File: config.mk
export PLATFORM = sky130hd
export DESIGN_NAME = mem_access
export DESIGN_NICKNAME = d
export VERILOG_FILES = /design/src/rtl/mem_access.sv
export SDC_FILE = /design/constraint.sdc
export NUM_CORES = 1
export LEC_CHECK = 0
export ABC_AREA = 0
export BUFFER_PORTS_ARGS = -buffer_cell sky130_fd_sc_hd__buf_2
export CAP_MARGIN = 20
export CELL_PAD_IN_SITES_DETAIL_PLACEMENT = 1
export CELL_PAD_IN_SITES_GLOBAL_PLACEMENT = 2
export CORE_MARGIN = 2
export CORE_UTILIZATION = 22
export DETAILED_ROUTE_END_ITERATION = 10
export PLACE_DENSITY = 0.76
export RECOVER_POWER = 50
export SLEW_MARGIN = 20
export SYNTH_ARGS = -nofsm -noshare
export SYNTH_HDL_FRONTEND = slang
export SYNTH_SLANG_ARGS = --single-unit
File: constraint.sdc
create_clock -name clk -period 2.3 [get_ports clk]
set_input_delay 0.23 -clock clk [delete_from_list [all_inputs] [get_ports clk]]
set_output_delay 0.23 -clock clk [all_outputs]
set_load 0.01 [all_outputs]
File: src/rtl/mem_access.sv
// Memory-access stage: splits LOAD/STORE into byte requests (little-endian),
// assembles load data with sign/zero extension, stalls the pipeline meanwhile.
module mem_access (
  input  logic        clk,
  input  logic        rst,
  input  logic        rdy,
  input  logic [6:0]  opcode_i,
  input  logic [2:0]  func3_i,
  input  logic [31:0] mem_addr_i,
  input  logic [4:0]  wd_i,
  input  logic        wreg_i,
  input  logic [31:0] wdata_i,
  input  logic        stall_mem_i,
  output logic        mem_req_o,
  output logic        mem_we_o,
  output logic [31:0] mem_addr_o,
  output logic [7:0]  mem_wdata_o,
  input  logic [7:0]  mem_rdata_i,
  input  logic        mem_ack_i,
  output logic [4:0]  wd_o,
  output logic        wreg_o,
  output logic [31:0] wdata_o,
  output logic        stallreq_o,
  output logic [1:0]  state_dbg
);

  localparam logic [6:0] OP_LOAD  = 7'b0000011;
  localparam logic [6:0] OP_STORE = 7'b0100011;

  typedef enum logic [1:0] {
    IDLE   = 2'd0,
    ACCESS = 2'd1,
    DONE   = 2'd2
  } state_t;

  state_t      state, state_nxt;
  logic [1:0]  cnt;
  logic [31:0] asm_buf;
  logic [31:0] load_ext;
  logic [1:0]  last_cnt;
  logic        is_load, is_store, is_mem;
  logic        byte_done;

  assign is_load   = (opcode_i == OP_LOAD);
  assign is_store  = (opcode_i == OP_STORE);
  assign is_mem    = is_load | is_store;
  assign state_dbg = state;

  // Handshake: a byte request (mem_req_o) holds address/data stable until the
  // cycle it is accepted; a byte completes on a rising edge where
  // mem_req_o && mem_ack_i, and read data is valid in that same cycle.
  assign byte_done = (state == ACCESS) && rdy && mem_ack_i;

  // Index of the final byte: 1, 2 or 4 bytes; width code 11 behaves as a word.
  always_comb begin
    case (func3_i[1:0])
      2'b00:   last_cnt = 2'd0;
      2'b01:   last_cnt = 2'd1;
      default: last_cnt = 2'd3;
    endcase
  end

  always_ff @(posedge clk) begin
    if (rst) begin
      state <= IDLE;
    end else if (rdy) begin
      state <= state_nxt;
    end
  end

  always_ff @(posedge clk) begin
    if (rst) begin
      cnt     <= 2'd0;
      asm_buf <= 32'd0;
    end else if (rdy) begin
      if (state == IDLE && is_mem) begin
        cnt     <= 2'd0;
        asm_buf <= 32'd0;
      end else if (byte_done) begin
        if (is_load) asm_buf[{cnt, 3'b000} +: 8] <= mem_rdata_i;
        cnt <= cnt + 2'd1;
      end
    end
  end

  always_comb begin
    state_nxt = state;
    case (state)
      IDLE:    if (is_mem) state_nxt = ACCESS;
      ACCESS:  if (byte_done && cnt == last_cnt) state_nxt = DONE;
      DONE:    if (!stall_mem_i) state_nxt = IDLE;
      default: state_nxt = IDLE;
    endcase
  end

  always_comb begin
    case (func3_i)
      3'b000:  load_ext = {{24{asm_buf[7]}}, asm_buf[7:0]};
      3'b001:  load_ext = {{16{asm_buf[15]}}, asm_buf[15:0]};
      3'b100:  load_ext = {24'd0, asm_buf[7:0]};
      3'b101:  load_ext = {16'd0, asm_buf[15:0]};
      default: load_ext = asm_buf;
    endcase
  end

  always_comb begin
    mem_req_o   = 1'b0;
    mem_we_o    = 1'b0;
    mem_addr_o  = 32'd0;
    mem_wdata_o = 8'd0;
    stallreq_o  = 1'b0;
    wd_o        = wd_i;
    wreg_o      = 1'b0;
    wdata_o     = 32'd0;
    case (state)
      IDLE: begin
        if (is_mem) begin
          stallreq_o = 1'b1;
        end else begin
          wreg_o  = wreg_i;
          wdata_o = wdata_i;
        end
      end
      ACCESS: begin
        // A global stall withdraws the request but keeps the stage stalled.
        mem_req_o   = rdy;
        mem_we_o    = is_store;
        mem_addr_o  = mem_addr_i + {30'd0, cnt};
        mem_wdata_o = wdata_i[{cnt, 3'b000} +: 8];
        stallreq_o  = 1'b1;
      end
      DONE: begin
        if (is_load) begin
          wreg_o  = wreg_i;
          wdata_o = load_ext;
        end
      end
      default: ;
    endcase
  end

endmodule

==> results.cfg <==
[global_route]
met1_usage_pct = 24.5
grt_pass1_vias = 4337
antenna_found_initial = 0
track_usage_pct = 17.7
grt_use_met3_pct = 1.40
met2_usage_pct = 30.4
grt_pass1_wl_mm = 23.5
grt_max_degree = 30
busiest_layer = met2
gr-total-overflow = 0

[synth]
synth_cell_types = 58
synth_warnings = 0
yosys.area_share.simple_pct = 36.0
synthAdderAreaFrac_pct = 2.76
ys_seq_area_share_pct = 20.9
ys_ff_latch = 36
syn_avg_cell_area_um2 = 7.53
synth_compound_area_share_pct = 24.2
synth-edff-count = 0
synth_cells = 458
async_reset_ff_share_pct = 0
synth_fp_nets = 558
ys.flop_type = dfxtp_1
synthMuxAreaShare_pct = 7.54
synthesis.area_um2 = 3450
synth_xor_xnor_area_share_pct = 2.79
synth_top_family_by_area = simple AND/OR/NAND/NOR gates

[route]
wire_per_inst_um = 18.5
initialDrtViolationCount = 218
route.detailed.drc = 0
firstDrtPassIters = 4
routed_wl_mm = 15.6
antenna_left = 0
via_count = 4236
viasPerCell = 5.02

[timing]
skew_ns = 0.00418
rsz0062_at_grt = yes
period_minus_slack_ns = 2.43
slew_viol_final = 0
worstMarginPinSlew_ns = 0.662
setup_viol = 13
slew_headroom_pct = 55.8
setup_slack_ns = -0.129
fin_crit_sh_pct = 106
fmax_mhz = 412
hold_viol_final = 0

[placed_design]
gp_congestion = 0.871
dp_slack_ns = 0.0175
place_area_um2 = 4600
port_buffers = 165
dpl.hpwl_mm = 12.1

[clock_network]
cts_tree = built
clkTransAtPathRegs_ns = 0.05
cts_made_buffers = 5
worstSkewPairLatency_ns = 0.28
h-tree-depth = 2
clockBufferDepth = 2
root_buffer = clkbuf_16
cts.sinks = 36
hold_buffers = 0

[run]
maxCapViolations = 0

[critical_path]
crit_chain = ha_4 > fa_2 > and4_4 > nand2_4 > buf_12 > or4_4 > a21oi_2 > buf_2
cp_max_fo = 8
critPathMaxStageDelay_ns = 0.51
end_kind = output port
worst-setup-path-type = flop to output port
cpMaxStageDelayCell = or4_4
cp_num_buf_inv = 2
crit_family = simple AND/OR/NAND/NOR gates
critPathRequiredTime_ns = 2.07
cp-start-kind = flop
critPathArrivalTime_ns = 2.20

[floorplan]
dieArea_um2 = 16700
die_w_um = 129
rows = 45
io_pins = 176
core_area_um2 = 15300
die_y_um = 129
start_util_pct = 22.6

[hold_path]
min_path_type = input port to flop

[finish]
layout_common_cells = 159 x buf_2, 68 x nand2_1, 35 x a21oi_1
n_fill_cell = 1910
final_cell_area_um2 = 5050
final_layout_size_suffix_gt1_share_pct = 40.2
antenna_cells = 0
final_common_cell = buf_2
syn2layout_area_growth_pct = 46.5
multi_input_area_um2 = 2770
nets = 731
seqCellArea_um2 = 726

[power_and_ir_drop]
vdd_drop_max_v = 0.000311
p_total_mw = 1.69
p_per_area_nw_per_um2 = 333
power_leakage_nw = 2.13

[outcome]
violations = negative setup slack
status = finished, violations left
-- what timing repair did --
action | in CTS | in global routing
buffers inserted | 4 | 4
endpoints found under the setup margin | 19 | 40
pin swaps | 16 | 7
cloned | 2 | 0
hold endpoints to repair | 0 | 0
gates resized for setup | 28 | 20
-- worst register-to-register path: cells and delay by family, from the launching register on --
family | cells | cell delay (ns)
compound gates | 2 | 0.28
fa+ha+maj | 1 | 0.29
buf+inv | 3 | 0.55
flops | 1 | 0.38
simple gates | 2 | 0.55
-- stage by stage --
step,util (%),setup TNS (ns),instances,hold slack (ns)
global placement,30.2,0,825,0.442
floorplan,-,0,458,0.327
CTS,32.6,-1.39,839,0.231
finish,33.1,-0.977,843,0.239
global route,33.1,-3.40,843,0.246
detailed placement,30.2,0,825,0.450
-- area by class of cell --
cell class / instances / area share [%]
multi-input cells: 381 / 54.8
repair buffers: 202 / 22.3
flip-flops and latches: 36 / 14.4
well taps: 211 / 5.22
clock buffers: 6 / 2.75
inverters: 5 / 0.371
clock inverters: 2 / 0.198
-- path summary, 6_finish.rpt --
kind	from	to	slack [ns]	cells after the start
max reg2reg	cnt[1]	asm_buf[5]	0.17	8
min reg2reg	asm_buf[11]	asm_buf[11]	0.45	2
min	rst	cnt[0]	0.24	2
max	cnt[0]	mem_addr_o[20]	-0.13	8
-- cell usage after synthesis, types with 3 or more instances --
cell,count,share of area [%]
dfxtp_1,36,21
inv_1,5,0.54
buf_4,7,1.5
and3_1,5,0.91
nor2b_1,18,3.3
nand2_1,69,7.5
mux4_2,8,5.2
mux2i_1,8,2.3
xor2_1,5,1.3
ha_1,6,2.2
a2111o_1,3,0.98
o21ai_1,10,1.5
and4_1,3,0.76
xnor2_1,6,1.5
or3_1,4,0.73
o31ai_1,8,1.7
buf_2,8,1.2
o21ai_0,18,2.6
nor2_1,18,2.0
a2111oi_4,3,2.4
nor4_1,9,1.6
nand3b_1,4,0.87
and2_1,15,2.7
a22o_1,24,6.1
or4_1,8,1.7
clkbuf_1,19,2.1
nand2b_1,11,2.0
nor3_1,3,0.44
nand4_1,23,4.2
a21oi_1,42,6.1
nand3_1,24,3.5
-- metal layers --
metal | part of all wire (%) | wire length, um
met5 | 0 | 0
met2 | 49 | 7710
met1 | 46 | 7150
met4 | 1.2 | 189
met3 | 3.5 | 539
-- report_power, final --
group / internal [mW] / switching (mW)
combinational: 0.152 / 0.215
sequential: 0.623 / 0.000600
clock: 0.427 / 0.267
-- kinds of logic after synthesis --
logic type,after synthesis
AO/OA/AOI/OAI,119
XOR/XNOR,11
adder cells (fa/ha/maj),7
buffers and inverters,42
flip-flops,36
multiplexers,16
AND/OR/NAND/NOR,227
-- state kept, by name, indices dropped and copies added, names as in the netlist --
register,count
asm_buf,32
state_dbg,2
cnt,2
Power figures use the tool's default switching activity.
